`config.mk`:
```
export PLATFORM = sky130hd
export DESIGN_NAME = pwm_multi
export DESIGN_NICKNAME = d
export VERILOG_FILES = /design/src/rtl/pwm_multi.sv
export SDC_FILE = /design/constraint.sdc
export NUM_CORES = 1
export LEC_CHECK = 0
export CELL_PAD_IN_SITES_DETAIL_PLACEMENT = 0
export CELL_PAD_IN_SITES_GLOBAL_PLACEMENT = 2
export CORE_ASPECT_RATIO = 1.25
export CORE_MARGIN = 3
export CORE_UTILIZATION = 34
export CTS_BUF_LIST = sky130_fd_sc_hd__clkbuf_16
export DETAILED_ROUTE_END_ITERATION = 16
export PLACE_DENSITY_LB_ADDON = 0.1
export SYNTH_ARGS = -nofsm -noshare
export SYNTH_HDL_FRONTEND = slang
export SYNTH_SLANG_ARGS = --single-unit
```
`constraint.sdc`:
```
create_clock -name clk -period 6 [get_ports clk]
set_input_delay 1.8 -clock clk [delete_from_list [all_inputs] [get_ports clk]]
set_output_delay 1.8 -clock clk [all_outputs]
set_load 0.02 [all_outputs]
```
`src/rtl/pwm_multi.sv`:
```
// pwm_multi: NUM_CH independent PWM channels sharing one programmable
// prescaler tick. Each channel has a shadow config (written through the
// cfg_* port) that is copied to the active config only at safe points:
// a period wrap, while disabled, on an enable rising edge, or on sync_start.
//
// Ports:
//   clk, reset        clock, synchronous active-high reset
//   prescale          tick every prescale+1 clocks
//   sync_start        restart every enabled channel at its phase
//   cfg_*             shadow-config write port (cfg_ch >= NUM_CH ignored)
//   enable            per-channel run enable
//   rd_ch / rd_*      combinational readback of the active config of rd_ch
//   pwm_out           registered PWM outputs
//   period_end        one-clock strobe when a channel's counter wraps
module pwm_multi #(
  parameter int NUM_CH         = 4,
  parameter int CH_WIDTH       = (NUM_CH > 1) ? $clog2(NUM_CH) : 1,
  parameter int WAVE_LEN_WIDTH = 11,
  parameter int PRESCALE_WIDTH = 16
) (
  input  logic                      clk,
  input  logic                      reset,
  input  logic [PRESCALE_WIDTH-1:0] prescale,
  input  logic                      sync_start,
  input  logic                      cfg_we,
  input  logic [CH_WIDTH-1:0]       cfg_ch,
  input  logic [WAVE_LEN_WIDTH-1:0] cfg_wave_length,
  input  logic [WAVE_LEN_WIDTH-1:0] cfg_pulse_width,
  input  logic [WAVE_LEN_WIDTH-1:0] cfg_phase,
  input  logic                      cfg_active_high,
  input  logic [NUM_CH-1:0]         enable,
  input  logic [CH_WIDTH-1:0]       rd_ch,
  output logic [WAVE_LEN_WIDTH-1:0] rd_wave_length,
  output logic [WAVE_LEN_WIDTH-1:0] rd_pulse_width,
  output logic [WAVE_LEN_WIDTH-1:0] rd_phase,
  output logic                      rd_active_high,
  output logic                      rd_pending,
  output logic [NUM_CH-1:0]         pwm_out,
  output logic [NUM_CH-1:0]         period_end
);
  localparam int W = WAVE_LEN_WIDTH;

  // Shared prescaler. Using >= (not ==) means lowering prescale below the
  // current count ticks on the very next clock instead of wrapping around.
  logic [PRESCALE_WIDTH-1:0] pcnt_q, pcnt_d;
  logic                      tick;

  always_comb begin
    tick = (pcnt_q >= prescale) && !sync_start;
    if (sync_start || (pcnt_q >= prescale)) pcnt_d = '0;
    else                                    pcnt_d = pcnt_q + PRESCALE_WIDTH'(1);
  end

  always_ff @(posedge clk) begin
    if (reset) pcnt_q <= '0;
    else       pcnt_q <= pcnt_d;
  end

  logic [NUM_CH-1:0][W-1:0] act_wl, act_pw, act_ph;
  logic [NUM_CH-1:0]        act_ah, act_pend;

  for (genvar i = 0; i < NUM_CH; i++) begin : g_ch
    logic [W-1:0] wl_q, pw_q, ph_q, swl_q, spw_q, sph_q, cnt_q;
    logic         ah_q, sah_q, pend_q, en_d_q, pwm_q, pe_q;
    logic         wr, rise, restart, wrap, apply;
    logic [W-1:0] wl_n, pw_n, ph_n;
    logic         ah_n;

    always_comb begin
      // Out-of-range cfg_ch never matches any channel index.
      wr      = cfg_we && (cfg_ch == CH_WIDTH'(i));
      rise    = enable[i] && !en_d_q;
      restart = enable[i] && (sync_start || rise);
      wrap    = enable[i] && tick && (wl_q != '0) && (cnt_q >= wl_q - W'(1));
      apply   = pend_q && (wrap || !enable[i] || restart);
      // Config in force after this edge; the tick path below still uses the
      // pre-apply values so the final period is finished with the old shape.
      wl_n    = apply ? swl_q : wl_q;
      pw_n    = apply ? spw_q : pw_q;
      ph_n    = apply ? sph_q : ph_q;
      ah_n    = apply ? sah_q : ah_q;
    end

    always_ff @(posedge clk) begin
      if (reset) begin
        wl_q <= '0; pw_q <= '0; ph_q <= '0; ah_q <= 1'b1;
        swl_q <= '0; spw_q <= '0; sph_q <= '0; sah_q <= 1'b1;
        pend_q <= 1'b0; en_d_q <= 1'b0; cnt_q <= '0;
        pwm_q <= 1'b0; pe_q <= 1'b0;
      end else begin
        en_d_q <= enable[i];
        wl_q <= wl_n; pw_q <= pw_n; ph_q <= ph_n; ah_q <= ah_n;
        // A write landing on an apply edge wins pending: the apply took the
        // older shadow, the new one waits for the next opportunity.
        if (wr) begin
          swl_q <= cfg_wave_length; spw_q <= cfg_pulse_width;
          sph_q <= cfg_phase;       sah_q <= cfg_active_high;
          pend_q <= 1'b1;
        end else if (apply) begin
          pend_q <= 1'b0;
        end
        pe_q <= 1'b0;
        if (!enable[i]) begin
          cnt_q <= '0;
          pwm_q <= ~ah_n;
        end else if (restart) begin
          cnt_q <= (ph_n >= wl_n) ? '0 : ph_n;
        end else if (tick) begin
          if (wl_q == '0) begin
            cnt_q <= '0;
            pwm_q <= ~ah_q;
          end else begin
            pwm_q <= (cnt_q < pw_q) ? ah_q : ~ah_q;
            if (wrap) begin
              cnt_q <= '0;
              pe_q  <= 1'b1;
            end else begin
              cnt_q <= cnt_q + W'(1);
            end
          end
        end
      end
    end

    assign pwm_out[i]    = pwm_q;
    assign period_end[i] = pe_q;
    assign act_wl[i]     = wl_q;
    assign act_pw[i]     = pw_q;
    assign act_ph[i]     = ph_q;
    assign act_ah[i]     = ah_q;
    assign act_pend[i]   = pend_q;
  end

  // Readback mux; an out-of-range rd_ch reads all zeros.
  always_comb begin
    rd_wave_length = '0;
    rd_pulse_width = '0;
    rd_phase       = '0;
    rd_active_high = 1'b0;
    rd_pending     = 1'b0;
    for (int k = 0; k < NUM_CH; k++) begin
      if (rd_ch == CH_WIDTH'(k)) begin
        rd_wave_length = act_wl[k];
        rd_pulse_width = act_pw[k];
        rd_phase       = act_ph[k];
        rd_active_high = act_ah[k];
        rd_pending     = act_pend[k];
      end
    end
  end
endmodule
```
* Yosys cells after proc, flatten, opt, wreduce, memory -nomap -nowiden *
Index checks and enable logic that the tools add are counted.

storage, ports and cells
  logic and storage cells = 268
  register bits = 348
  output and inout bits = 43
  bits of input ports = 62

cells by class
  reductions and logical operators = 82
  multiplexer cells = 84
  $add $sub $neg = 9
  $lt $le $gt $ge = 13
  bitwise gates (word level) = 13
  equal/unequal tests = 14

operators with widths
  kind                   count
  $mux 11                40
  $ge 11x11->1           8
  $add 11x1->11 const B  4
  $logic_not 11->1       4
  $lt 11x11->1           4
  $mux 1                 44
  $reduce_bool 11->1     4
  $sub 11x1->11 const B  4
  $logic_and 1x1->1      29
  $reduce_or 5->1        4
  $add 16x1->16 const B  1
  $ge 16x16->1           1
  $reduce_bool 2->1      8
  $logic_or 1x1->1       13
  $not 1->1              13
  $reduce_or 2->1        5
  $logic_not 1->1        9
  $eq 2x2->1 const B     4
  $ne 2x1->1 const B     4
  $ne 2x2->1 const B     4
  $reduce_and 2->1       4
  $eq 2x1->1 const B     2
  $logic_not 2->1        2

* Longest topological paths before layout *
Gate-level depths: netlist of run 1.

  depth after elaboration = 12
  mapped depth = 27

* Worst setup path after synthesis of run 1 *
No wires, ideal clock.

  kind = input port to flip-flop
  from = in prescale[0]
  to = reg g_ch[1].cnt_q[0]
  setup slack = -0.041 ns
  stages = 19
  arrival time = 5.955 ns
  buffers on the path = 3
  cells stage by stage = ha_1 nand2b_1 a2111o_1 a32oi_1 nand3_1 buf_2 a41oi_1 buf_2 buf_2 nand2_1 nand2_1 ha_1 a21o_1 a21o_1 a211o_1 a311oi_1 and3_1 a311oi_1 a211oi_1

between the ends
  cells in the longest elaborated chain, start to end = 12

RTL lines
  item                            RTL line  source
  from (decl)                     23        input logic [PRESCALE_WIDTH-1:0] prescale,
  $ge 16x16->1                    49        tick = (pcnt_q >= prescale) && !sync_start;
  $logic_and 1x1->1               49
  $logic_and 1x1->1 (3 in a row)  74        wrap = enable[i] && tick && (wl_q != '0) && (cnt_q >= wl_q - W'(1));
  $logic_or 1x1->1 (2 in a row)   75        apply = pend_q && (wrap || !enable[i] || restart);
  $logic_and 1x1->1               75
  $mux 11                         80        ph_n = apply ? sph_q : ph_q;
  net g_ch[1].ph_n[8]             66        logic [W-1:0] wl_n, pw_n, ph_n;
  $ge 11x11->1                    107       cnt_q <= (ph_n >= wl_n) ? '0 : ph_n;
  $mux 11                         107
  $mux 11                         106       end else if (restart) begin
  to (signal assigned)            107
  to (signal assigned)            118       cnt_q <= cnt_q + W'(1);
  to (decl)                       63        logic [W-1:0] wl_q, pw_q, ph_q, swl_q, spw_q, sph_q, cnt_q;

The timed path passes the listed nets, and every way through them passes these cells. The select of a mux whose other input is x is not followed.
A chain may end at the register's enable or synchronous reset.

* Final worst setup path of run 1 *
  from = in prescale[0]
  to = reg g_ch[3].cnt_q[8]

between the ends
  cells in the longest elaborated chain, start to end = 12

RTL lines
  item                            RTL line  source
  $ge 16x16->1                    49
  $logic_and 1x1->1               49
  $logic_and 1x1->1 (3 in a row)  74
  $logic_or 1x1->1 (2 in a row)   75
  $logic_and 1x1->1               75
  $mux 11                         78        wl_n = apply ? swl_q : wl_q;
  net g_ch[3].wl_n[0]             66
  $ge 11x11->1                    107
  $mux 11                         107
  $mux 11                         106
  to (signal assigned)            107
  to (signal assigned)            118
  to (decl)                       63

The timed path passes the listed nets, and every way through them passes these cells. The select of a mux whose other input is x is not followed.

==> reports/qor_table.md, run 1 <==
| Result | This run | Unit |
|:---|:---|:---|
| Buffers from clock root to sink, at most | 3 | - |
| Total wirelength of the detailed-routed design | 74,720 | um |
| Clock slew seen by the registers of the worst setup and hold paths | 0.06 | ns |
| Number of rows in the core area | 95 | - |
| Setup total negative slack | 0 | ns |
| Result of the run | finished, final reports clean | - |
| Transition time at the pin with the least slew margin | 1.057 | ns |
| Number of failing hold endpoints at the final stage | 0 | - |
| Kind of start point of the critical path | input pin | - |
| Hold slack | 0.4527 | ns |
| Number of warnings printed during yosys synthesis | 0 | - |
| Kind of end point of the critical path | register | - |
| Stage delay of the slowest cell on the critical path | 0.46 | ns |
| Pre-Repair DR Iteration Count | 5 | - |
| Crit Path Max Fanout | 11 | - |
| Maximum number of pins on one net before global-route repair | 139 | - |
| Max Cap Violations | 0 | - |
| Asr flop ratio synth | 0 | % |
| Mean Syn Cell Area | 8.415 | sq um |
| Die Height | 268.1 | um |
| Most common cell after layout, fill and taps aside | sky130_fd_sc_hd__nand2_1 | - |
| Crit path required time | 6.48 | ns |
| Hold worst-path end | g_ch[1].pw_q[8] | - |
| Number of nets with antenna violations after routing | 0 | - |
| Total of endpoints with negative setup slack in the final report | 0 | - |
| Setup WS pre-CTS | -0.6794 | ns |
| Register cell area after layout | 0.006967 | sq mm |
| CTS tree | built | - |
| Count of unresolved DRC violations after routing | 0 | - |
| H-tree depth reported by CTS | 2 | - |
| Top post-synthesis cells by area | sky130_fd_sc_hd__dfxtp_1 37%, sky130_fd_sc_hd__ha_1 10%, sky130_fd_sc_hd__nand2_1 7.8% | - |
| Per-cell routed wire length | 23.50 | um |
| Utilization of the core after routing | 43.36 | % |
| I/O pin count | 105 | - |
| CTS Hold Bufs | 0 | - |
| Number of global-route vias before repair | 16,526 | - |
| Most frequent cells in the layout | 385 x sky130_fd_sc_hd__nand2_1, 348 x sky130_fd_sc_hd__dfxtp_1, 241 x sky130_fd_sc_hd__a21oi_1, 196 x sky130_fd_sc_hd__nor2_1, 162 x sky130_fd_sc_hd__buf_4 | - |
| Worst reg2reg path startpoint | g_ch[0].wl_q[3] | - |
| Unique masters post-synth | 81 | - |
| Maximum vdd ir drop | 0.0001815 | V |
| Number of enable-type register cells in the synthesized netlist | 0 | - |
| Die area | 0.05781 | sq mm |
| Max Clk Rate | 0.1707 | GHz |
| Min-delay worst type | register to register | - |
| Power density over cell area | 221.8 | mW/mm^2 |
| Total track usage | 25.15 | % |
| Number of instances in the synthesized netlist | 2,220 | - |
| Sequential fraction of the synthesis area | 37.29 | % |
| Clk sinks | 348 | - |
| Slack of the worst reg-to-reg path | 0.33 | ns |
| Post-Synthesis Cell Area | 0.01868 | sq mm |
| Total vias in the final route | 16,955 | - |
| Via/cell ratio | 5.332 | - |
| Clock Root Buffer | sky130_fd_sc_hd__clkbuf_16 | - |
| Final-report max-slew violation count | 0 | - |
| Top cell type's share of synthesized area | 37.29 | % |
| Total core area | 0.05408 | sq mm |
| Clock Latency Late Sink | 0.56 | ns |
| Final-layout fill cell count | 5,499 | - |
| Area overhead of the layout relative to synthesis | 25.52 | % |
| Number of buffers created by CTS | 41 | - |
| Number of antenna violations at the first check in global routing | 3 | - |
| Worst Path Class, Setup | input pin to register | - |
| Worst path slowest cell | sky130_fd_sc_hd__clkdlybuf4s50_1 | - |
| Critical path's most frequent cell | sky130_fd_sc_hd__buf_12 | - |
| Relative max-transition margin | 29.46 | % |
| Proportion of layout cells with a drive suffix above 1 | 15.70 | % |
| Nets in the synthesized netlist | 2,433 | - |
| Leakage component of the power | 9.746 | nW |
| GPL Wtd Cong | 0.9144 | - |
| Sum of buffers and inverters on the critical path | 6 | - |
| Count of state elements after synthesis | 348 | - |
| Chip width | 215.7 | um |
| Final setup slack of the worst path | 0.1418 | ns |
| Post-synth top area cell | sky130_fd_sc_hd__dfxtp_1 | - |
| Post-route clock period utilization | 97.64 | % |
| Dominant synthesized flop cell | sky130_fd_sc_hd__dfxtp_1 | - |
| Series of cell instances along the critical path | clkdlybuf4s50_1 > ha_1 > nand2b_4 > a2111o_1 > a32oi_2 > buf_4 > nand3_4 > buf_12 > a31oi_4 > buf_12 > buf_12 > mux2_4 > ha_4 > nand4_1 > nor4_2 > a2111oi_2 > buf_4 > o2111ai_2 > and3_4 > or2_2 > a21oi_2 | - |
| Wire length of the first global-routing pass | 108,200 | um |
| Port Buffer Count | 104 | - |
| R2r endpoint | g_ch[0].cnt_q[2] | - |
| Worst Skew | 0.01794 | ns |
| Multi-input combinational cell area | 0.01132 | sq mm |
| Net count of the finished layout | 2,639 | - |
| Startpoint of the tightest hold check path | g_ch[1].spw_q[8] | - |
| HPWL Detailed | 57,900 | um |
| Number of cells on the worst reg-to-reg path | 20 | - |
| Critical path's top delay family | compound AO/OA/AOI/OAI gates | - |
| Final critical-path required period | 5.858 | ns |
| Effective utilization at floorplan | 34.54 | % |
| Hold path cells | 2 | - |
| Arrival time of data at the critical path endpoint | 6.34 | ns |
| Global-route congestion overflow total | 0 | - |
| Iter 0 DRT Violations | 1,410 | - |
## worst register-to-register path: cells and delay by family (launching register included)
family | cells | cell delay [ns]
adders and majority gates | 2 | 0.59
muxes | 1 | 0.13
DFF | 1 | 0.30
buffers and inverters | 2 | 0.40
and+or+nand+nor | 6 | 2.00
AOI/OAI and AO/OA | 9 | 2.16
## power by group
group,total (mW),internal [mW],switching (mW)
Combinational,0.419,0.165,0.254
Clock,2.39,1.36,1.03
Sequential,2.39,2.35,0.0393
Total,5.20,3.88,1.32
## through the flow
step	total power, mW	instance area, sq um	std cells
6_report	5.202	23450	3180
5_1_grt	5.388	23450	3179
4_1_cts	5.245	22790	3171
3_5_place_dp	2.836	21550	3102
3_3_place_gp	2.833	21550	3102
2_1_floorplan	2.640	18690	2220
## synthesized netlist by cell type, types with 13 or more instances
cell,instances
sky130_fd_sc_hd__nand2_1,388
sky130_fd_sc_hd__dfxtp_1,348
sky130_fd_sc_hd__a21oi_1,246
sky130_fd_sc_hd__nor2_1,197
sky130_fd_sc_hd__ha_1,151
sky130_fd_sc_hd__inv_1,120
sky130_fd_sc_hd__mux2i_1,93
sky130_fd_sc_hd__clkbuf_1,92
sky130_fd_sc_hd__nand3_1,61
sky130_fd_sc_hd__o21ai_0,56
sky130_fd_sc_hd__mux4_2,35
sky130_fd_sc_hd__xnor2_1,30
sky130_fd_sc_hd__a21o_1,28
sky130_fd_sc_hd__and3_1,27
sky130_fd_sc_hd__nor3_1,24
sky130_fd_sc_hd__xor2_1,20
sky130_fd_sc_hd__nand2b_1,19
sky130_fd_sc_hd__nor2b_1,17
sky130_fd_sc_hd__nand4_1,16
sky130_fd_sc_hd__or2_2,15
sky130_fd_sc_hd__a211oi_1,14
sky130_fd_sc_hd__o22ai_1,13
## final cells by class
type                       count  area share (%)
timing repair buffer         284           10.94
tap                          727           3.879
inverter                     121           1.937
sequential                   348           29.71
clock inverter                28          0.8698
clock buffer                  41           4.375
antenna                        1         0.01067
multi-input combinational   1630           48.28
## logic make-up after synthesis
| family | after synthesis | share of synthesized area, % |
|---|---|---|
| multiplexers | 137 | 9.939 |
| buffers and inverters | 242 | 5.425 |
| adder cells (fa/ha/maj) | 151 | 10.11 |
| AND/OR/NAND/NOR | 833 | 20.07 |
| XOR/XNOR | 50 | 2.344 |
| AO/OA/AOI/OAI | 459 | 14.82 |
| flip-flops | 348 | 37.29 |
## per-layer routing
metal	track usage [%]	share of wire, %	up-vias
met4	7.345	2.8	0
met1	31.31	43	8316
met2	46.04	51	381
met3	2.680	3.5	101
li1	-	-	8157
met5	0	0	-
## registers in the layout, indices dropped and copies added (netlist names)
register,cells
g_ch.cnt_q,44
g_ch.ph_q,44
g_ch.pw_q,44
g_ch.sph_q,44
g_ch.spw_q,44
g_ch.swl_q,44
g_ch.wl_q,44
pcnt_q,16
g_ch.ah_q,4
g_ch.en_d_q,4
g_ch.pe_q,4
g_ch.pend_q,4
g_ch.pwm_q,4
g_ch.sah_q,4
## timing repair
item,CTS,global route
endpoints found under the setup margin,17,43
gates cloned,0,2
resized for setup,3,102
setup buffers,0,8
pin swaps,1,26
## how the worst max path moves through the flow
stage | start | to | slack [ns] | cells past startpoint
after floorplan | prescale[0] | g_ch[3].cnt_q[2] | 0.1 | 19
after global placement | prescale[0] | g_ch[3].cnt_q[9] | -0.65 | 22
after detailed placement | prescale[0] | g_ch[3].cnt_q[9] | -0.68 | 22
after CTS | prescale[0] | g_ch[3].cnt_q[9] | 0.005 | 22
after global routing | prescale[0] | g_ch[1].cnt_q[5] | -0.04 | 22
final | prescale[0] | g_ch[3].cnt_q[8] | 0.14 | 21
Power figures use the tool's default switching activity.
==> inputs of run 2 (changes only) <==
--- a/config.mk
+++ b/config.mk
@@ -11,6 +11,7 @@
 export CORE_MARGIN = 3
 export CORE_UTILIZATION = 34
 export CTS_BUF_LIST = sky130_fd_sc_hd__clkbuf_16
+export CTS_CLUSTER_SIZE = 30
 export DETAILED_ROUTE_END_ITERATION = 16
 export PLACE_DENSITY_LB_ADDON = 0.1
 export SYNTH_ARGS = -nofsm -noshare
==> results of run 2 <==
The final DEF is identical to that of run 1; final timing and power are the same.
==> inputs of run 3 (changes only) <==
--- a/config.mk
+++ b/config.mk
@@ -13,7 +13,9 @@
 export CTS_BUF_LIST = sky130_fd_sc_hd__clkbuf_16
 export CTS_CLUSTER_SIZE = 30
 export DETAILED_ROUTE_END_ITERATION = 16
+export MAX_ROUTING_LAYER = met4
 export PLACE_DENSITY_LB_ADDON = 0.1
+export SLEW_MARGIN = 5
 export SYNTH_ARGS = -nofsm -noshare
 export SYNTH_HDL_FRONTEND = slang
 export SYNTH_SLANG_ARGS = --single-unit
==> run 3 against run 2 <==
Via count decreased by 0.90%. Clock power about the same. Clock skew decreased by 0.0017 ns. Cell count increased by 0.19%. Design area decreased by 1.1%. First-iteration DRC count decreased by 14%.
==> reports/qor_table.md, run 3 (synthesis results as in run 1) <==
| Result | This run | Unit |
|:---|:---|:---|
| Result of the run | finished, final reports clean | - |
| Global-route congestion overflow total | 0 | - |
| Total core area | 0.05408 | sq mm |
| Effective utilization at floorplan | 34.54 | % |
| Relative max-transition margin | 32.14 | % |
| Crit Path Max Fanout | 9 | - |
| HPWL Detailed | 57,810 | um |
| Number of cells on the worst reg-to-reg path | 21 | - |
| Per-cell routed wire length | 23.24 | um |
| Clock slew seen by the registers of the worst setup and hold paths | 0.06 | ns |
| Max Clk Rate | 0.1742 | GHz |
| Kind of start point of the critical path | input pin | - |
| Port Buffer Count | 104 | - |
| Clk sinks | 348 | - |
| Most common cell after layout, fill and taps aside | sky130_fd_sc_hd__nand2_1 | - |
| Kind of end point of the critical path | register | - |
| Maximum vdd ir drop | 0.0001661 | V |
| Final critical-path required period | 5.741 | ns |
| Count of unresolved DRC violations after routing | 0 | - |
| H-tree depth reported by CTS | 2 | - |
| Placed insts | 3,107 | - |
| Hold slack | 0.4528 | ns |
| Transition time at the pin with the least slew margin | 1.016 | ns |
| Via/cell ratio | 5.274 | - |
| Worst Skew | 0.01625 | ns |
| Final-report max-slew violation count | 0 | - |
| Most frequent cells in the layout | 386 x sky130_fd_sc_hd__nand2_1, 348 x sky130_fd_sc_hd__dfxtp_1, 243 x sky130_fd_sc_hd__a21oi_1, 196 x sky130_fd_sc_hd__nor2_1, 168 x sky130_fd_sc_hd__buf_4 | - |
| Min-delay worst type | register to register | - |
| Hold path cells | 2 | - |
| Iter 0 DRT Violations | 1,218 | - |
| Total non-filler cell area in the finished layout | 0.02320 | sq mm |
| Total vias in the final route | 16,802 | - |
| Net count of the finished layout | 2,643 | - |
| Chip width | 215.7 | um |
| Number of buffers created by CTS | 41 | - |
| Number of antenna violations at the first check in global routing | 2 | - |
| Setup total negative slack | 0 | ns |
| Total of endpoints with negative setup slack in the final report | 0 | - |
| Area overhead of the layout relative to synthesis | 24.16 | % |
| Number of global-route vias before repair | 16,521 | - |
| I/O pin count | 105 | - |
| CTS tree | built | - |
| Number of nets with antenna violations after routing | 0 | - |
| Number of failing hold endpoints at the final stage | 0 | - |
| Maximum number of pins on one net before global-route repair | 133 | - |
| Total wirelength of the detailed-routed design | 74,030 | um |
| Max Cap Violations | 0 | - |
| Buffers from clock root to sink, at most | 3 | - |
| Leakage component of the power | 9.875 | nW |
| Final setup slack of the worst path | 0.2592 | ns |
| Utilization of the core after routing | 42.89 | % |
| Cell area after placement | 0.02160 | sq mm |
| Number of rows in the core area | 95 | - |
| Clock Latency Late Sink | 0.56 | ns |
| Post-route clock period utilization | 95.68 | % |
| Total track usage | 25.79 | % |
| Wire length of the first global-routing pass | 107,700 | um |
| Worst Path Class, Setup | input pin to register | - |
| Arrival time of data at the critical path endpoint | 6.22 | ns |
| Die Height | 268.1 | um |
| Setup WS pre-CTS | -0.6017 | ns |
| Clock Root Buffer | sky130_fd_sc_hd__clkbuf_16 | - |
| GPL Wtd Cong | 0.9063 | - |
| Total power after layout | 5.159 | mW |
| Crit path required time | 6.48 | ns |
| Proportion of layout cells with a drive suffix above 1 | 14.44 | % |
| Final std cells w/o fill | 3,186 | - |
| Power density over cell area | 222.4 | mW/mm^2 |
| Pre-Repair DR Iteration Count | 5 | - |
| Die area | 0.05781 | sq mm |
run 3: changes by cell type in the layout (fill, tap and decap cells not counted), moves of 4 or more:
| cell | before | now |
|---|---|---|
| sky130_fd_sc_hd__inv_1 | 124 | 130 |
| sky130_fd_sc_hd__mux2i_2 | 13 | 9 |
| sky130_fd_sc_hd__buf_6 | 6 | 2 |
| sky130_fd_sc_hd__mux2i_1 | 64 | 82 |
| sky130_fd_sc_hd__buf_12 | 9 | 13 |
| sky130_fd_sc_hd__ha_4 | 12 | 7 |
| sky130_fd_sc_hd__ha_1 | 138 | 144 |
| sky130_fd_sc_hd__mux2i_4 | 20 | 6 |
| sky130_fd_sc_hd__buf_4 | 162 | 168 |
run 3: final cells by class:
cell class,instances,area [sq um]
inverters,121,454.2
well taps,727,909.6
fillers,5466,30890
clock buffers,43,1076
clock inverters,28,150.1
multi-input cells,1630,11030
flip-flops and latches,348,6967
repair buffers,288,2608
diodes,1,2.502
run 3: power by group:
part | leakage, nW | internal, mW | total [mW] | switching (mW)
Combinational | 6.42 | 0.162 | 0.411 | 0.249
Sequential | 2.82 | 2.35 | 2.39 | 0.0365
Clock | 0.636 | 1.33 | 2.36 | 1.03
run 3: final timing paths:
path	slack [ns]	start	endpoint
setup / recovery	0.26	prescale[1]	g_ch[0].cnt_q[5]
hold / removal	0.45	g_ch[3].sph_q[10]	g_ch[3].sph_q[10]
setup reg to reg	0.30	g_ch[0].wl_q[3]	g_ch[0].cnt_q[5]
hold reg to reg	0.45	g_ch[3].sph_q[10]	g_ch[3].sph_q[10]
run 3: metal layers:
layer	global-route usage (%)	wire length [um]	up-vias
met3	2.793	2529	115
met5	-	0	-
li1	-	-	8169
met1	31.11	31700	8161
met4	8.220	2616	0
met2	45.32	37180	357
run 3: worst max-delay path: stages:
cell and delay (ns):
sky130_fd_sc_hd__clkdlybuf4s50_1 0.45, sky130_fd_sc_hd__inv_1 0.04, sky130_fd_sc_hd__ha_1 0.26, sky130_fd_sc_hd__a2111o_1 0.44
sky130_fd_sc_hd__a32oi_2 0.19, sky130_fd_sc_hd__buf_4 0.16, sky130_fd_sc_hd__nand3_4 0.08, sky130_fd_sc_hd__buf_12 0.15
sky130_fd_sc_hd__buf_4 0.14, sky130_fd_sc_hd__a31o_2 0.32, sky130_fd_sc_hd__buf_4 0.22, sky130_fd_sc_hd__mux2i_1 0.13
sky130_fd_sc_hd__buf_4 0.17, sky130_fd_sc_hd__ha_1 0.30, sky130_fd_sc_hd__a21o_1 0.18, sky130_fd_sc_hd__a21o_1 0.17
sky130_fd_sc_hd__a211oi_1 0.26, sky130_fd_sc_hd__nand3_1 0.17, sky130_fd_sc_hd__buf_4 0.17, sky130_fd_sc_hd__or2_2 0.28
sky130_fd_sc_hd__a21oi_1 0.12
run 3: timing repair:
action	in CTS	in global routing
buffers inserted	0	7
endpoints found under the setup margin	5	42
gates cloned	0	1
resized for setup	2	50
pin swaps	0	20
hold buffers	0	0
==> RTL edit: new RTL, config.mk and constraints of run 1 <==
Make the reset (`reset`) asynchronous in 2 clocked blocks. Comments in the files are not updated.
--- a/src/rtl/pwm_multi.sv
+++ b/src/rtl/pwm_multi.sv
@@ -51,7 +51,7 @@
     else                                    pcnt_d = pcnt_q + PRESCALE_WIDTH'(1);
   end
 
-  always_ff @(posedge clk) begin
+  always_ff @(posedge clk or posedge reset) begin
     if (reset) pcnt_q <= '0;
     else       pcnt_q <= pcnt_d;
   end
@@ -81,7 +81,7 @@
       ah_n    = apply ? sah_q : ah_q;
     end
 
-    always_ff @(posedge clk) begin
+    always_ff @(posedge clk or posedge reset) begin
       if (reset) begin
         wl_q <= '0; pw_q <= '0; ph_q <= '0; ah_q <= 1'b1;
         swl_q <= '0; spw_q <= '0; sph_q <= '0; sah_q <= 1'b1;
Check against the original RTL: differs if reset is asserted again (counterexample within 4 cycles, from zero or initial values and one cycle with reset high); with reset held inactive, the same outputs for 4 cycles.
==> RTL edit against run 1 <==
  * Critical path depth increased by 3
  * Count of clock-buffer cells in the layout rose by 2
  * Non-clock buffer count decreased by 27
  * Core utilization is 0.53 points lower
  * Area after synthesis up 3.6%
  * Setup slack worse by 15 ps
  * Wire length shrank 13%
  * Sequential cell count is the same
  * Cell count is 15% lower
  * Maximum frequency fell by 0.26%
  * Final area rose by 2.6%
  * Critical endpoint is now g_ch[2].cnt_q[8]$_DFFE_PP0P_
  * Largest cell class unchanged
Power is not compared: it rests on default switching activity, and its combinational part moved more than twofold at a synthesized area within 25%.
==> RTL edit: results (changes against run 1) <==
outcome -> complete, no violations
initial antenna violation count -> 1 (-2)
clock-pin slew on the worst setup and hold paths -> 60 ps (about the same)
Leak Pwr -> 10.9 nW
htree depth -> 2 (unchanged)
worst hold path type -> reg -> reg
vias in the first global route -> 14,700 (-11%)
All-Layer GR Usage -> 0.218 (-0.0334)
NumNets Final -> 2,131 (-19%)
Slew Limit Headroom -> 0.128 (-0.167)
DP Worst Slack -> -1150 ps (-474 ps)
Max VDD drop -> 194 uV
Synthesized Nets -> 1,893 (-22%)
ranking of synthesized cells by area -> dfrtp_1, mux2_2, ha_1
M3 GR Usage -> 0.0238 (-0.00300)
Via-to-Cell Ratio -> 5.24 (-1.7%)
drt pass-1 iters -> 5 (unchanged)
initial drt markers -> 672 (-52%)
top cells by count, synth -> dfrtp_1, mux2_2, ha_1
FILL cells -> 5,367 (-2.4%)
Finished Layout Cells -> 2,693 (-15%)
total CTS buffers -> 41 (unchanged)
placed cell areas -> 0.0221 sq mm (+2.7%)
DP Cell Count -> 2,601 (-16%)
GPL Wtd Cong -> 0.850 (-7.0%)
clk_lat worst skew -> 570 ps
post-synthesis sequential element count -> 348 (unchanged)
Layout Skew -> 18.2 ps (+0.240 ps)
first-pass GRT wire length -> 96,700 microns (-11%)
sequential cell area fraction in the yosys report -> 0.450 (+0.0775)
layout cells sized above 1 -> 0.276 (+0.119)
crit path max fanout -> 7 (-4)
CTS Buffer Depth -> 3 (unchanged)
GR Util met1 -> 0.286 (-0.0270)
HPWL after detailed placement -> 50,400 microns (-13%)
clock root cell -> clkbuf_16
Cell variety after synth -> 71 (-12%)
Async S/R FF share, synth -> 1.00 (+1.00)
Internal -> 0.00631 W
pin count of the biggest net entering global routing -> 144 (+3.6%)
met2 usage -> 0.385 (-0.0757)
crit path DAT -> 6300 ps (-40 ps)
total of warnings raised by yosys -> 0 (unchanged)
syn avg cell area -> 11.5 sq um (+37%)
Port Buf Inserts -> 104 (unchanged)
Detailed Route WL -> 65,100 microns (-13%)
## RTL edit: metal layers
layer	up-vias	part of all wire
met4	0	0.024
li1	6593	-
met1	7236	0.44
met3	79	0.028
met5	-	0
met2	200	0.51
## RTL edit: kinds of logic after synthesis
| logic type | Yosys count | synth area share |
|---|---|---|
| multiplexers | 310 | 0.197 |
| AND/OR/NAND/NOR | 345 | 0.0903 |
| AO/OA/AOI/OAI | 261 | 0.0908 |
| flip-flops | 348 | 0.450 |
| adder cells (fa/ha/maj) | 152 | 0.0981 |
| buffers and inverters | 196 | 0.0429 |
| XOR/XNOR | 68 | 0.0308 |
## RTL edit: power groups by stage
stage	logic, W	clock network (W)	registers, W
final	0.00364	0.00255	0.00376
after global routing	0.00406	0.00272	0.00385
after CTS	0.00362	0.00264	0.00376
after detailed placement	0.00354	0	0.00379
after global placement	0.00350	0	0.00379
after floorplan	0.00227	0	0.00336
## RTL edit: worst paths after layout
kind,from,end,slack [ps],cells past startpoint
max,prescale[14],g_ch[2].cnt_q[8]$_DFFE_PP0P_,130,24
min,g_ch[3].spw_q[1]$_DFFE_PP0P_,g_ch[3].pw_q[1]$_DFFE_PP0N_,460,2
max reg2reg,g_ch[2].wl_q[3]$_DFF_PP0_,g_ch[2].cnt_q[8]$_DFFE_PP0P_,320,23
min reg2reg,g_ch[3].spw_q[1]$_DFFE_PP0P_,g_ch[3].pw_q[1]$_DFFE_PP0N_,460,2
max in group asynchronous,reset,g_ch[1].ph_q[3]$_DFF_PP0_,3160,3
min in group asynchronous,reset,g_ch[0].pw_q[8]$_DFFE_PP0N_,1650,2
## RTL edit: critical path, cell delays in order
cell and delay (ps):
clkdlybuf4s50_1 450, inv_1 60, ha_4 270, and4_4 230, and3_4 190, nand4b_1 190
and3_4 240, nor2_4 210, and3_4 240, o21ai_4 70, buf_12 160, buf_6 130
buf_4 140, mux2_4 320, ha_4 270, nand4_1 70, nor2_1 130, o21ai_1 110
a31oi_4 200, buf_6 130, nor4_4 40, buf_4 170, a222oi_1 340, o21ai_1 120
## RTL edit: cell type report
cell class,instances,area (sq um),share of cell area
flip-flops and latches,348,8720,0.362
repair buffers,257,2340,0.0974
diodes,1,2.50,0.000104
clock inverters,32,280,0.0116
clock buffers,43,1080,0.0447
inverters,134,507,0.0211
well taps,742,928,0.0386
multi-input cells,1136,10200,0.424
## RTL edit: through the flow
stage	TNS [ps]	hold WS, ps
finish	0	464
global route	-72.9	502
CTS	-15.7	469
detailed placement	-38770	462
global placement	-38240	454
floorplan	-153650	444
## RTL edit: timing repair
item / in CTS / in global routing
endpoints found under the setup margin: 44 / 44
resized for setup: 25 / 51
buffers inserted: 8 / 4
pin swaps: 7 / 21
cloned: 2 / 3
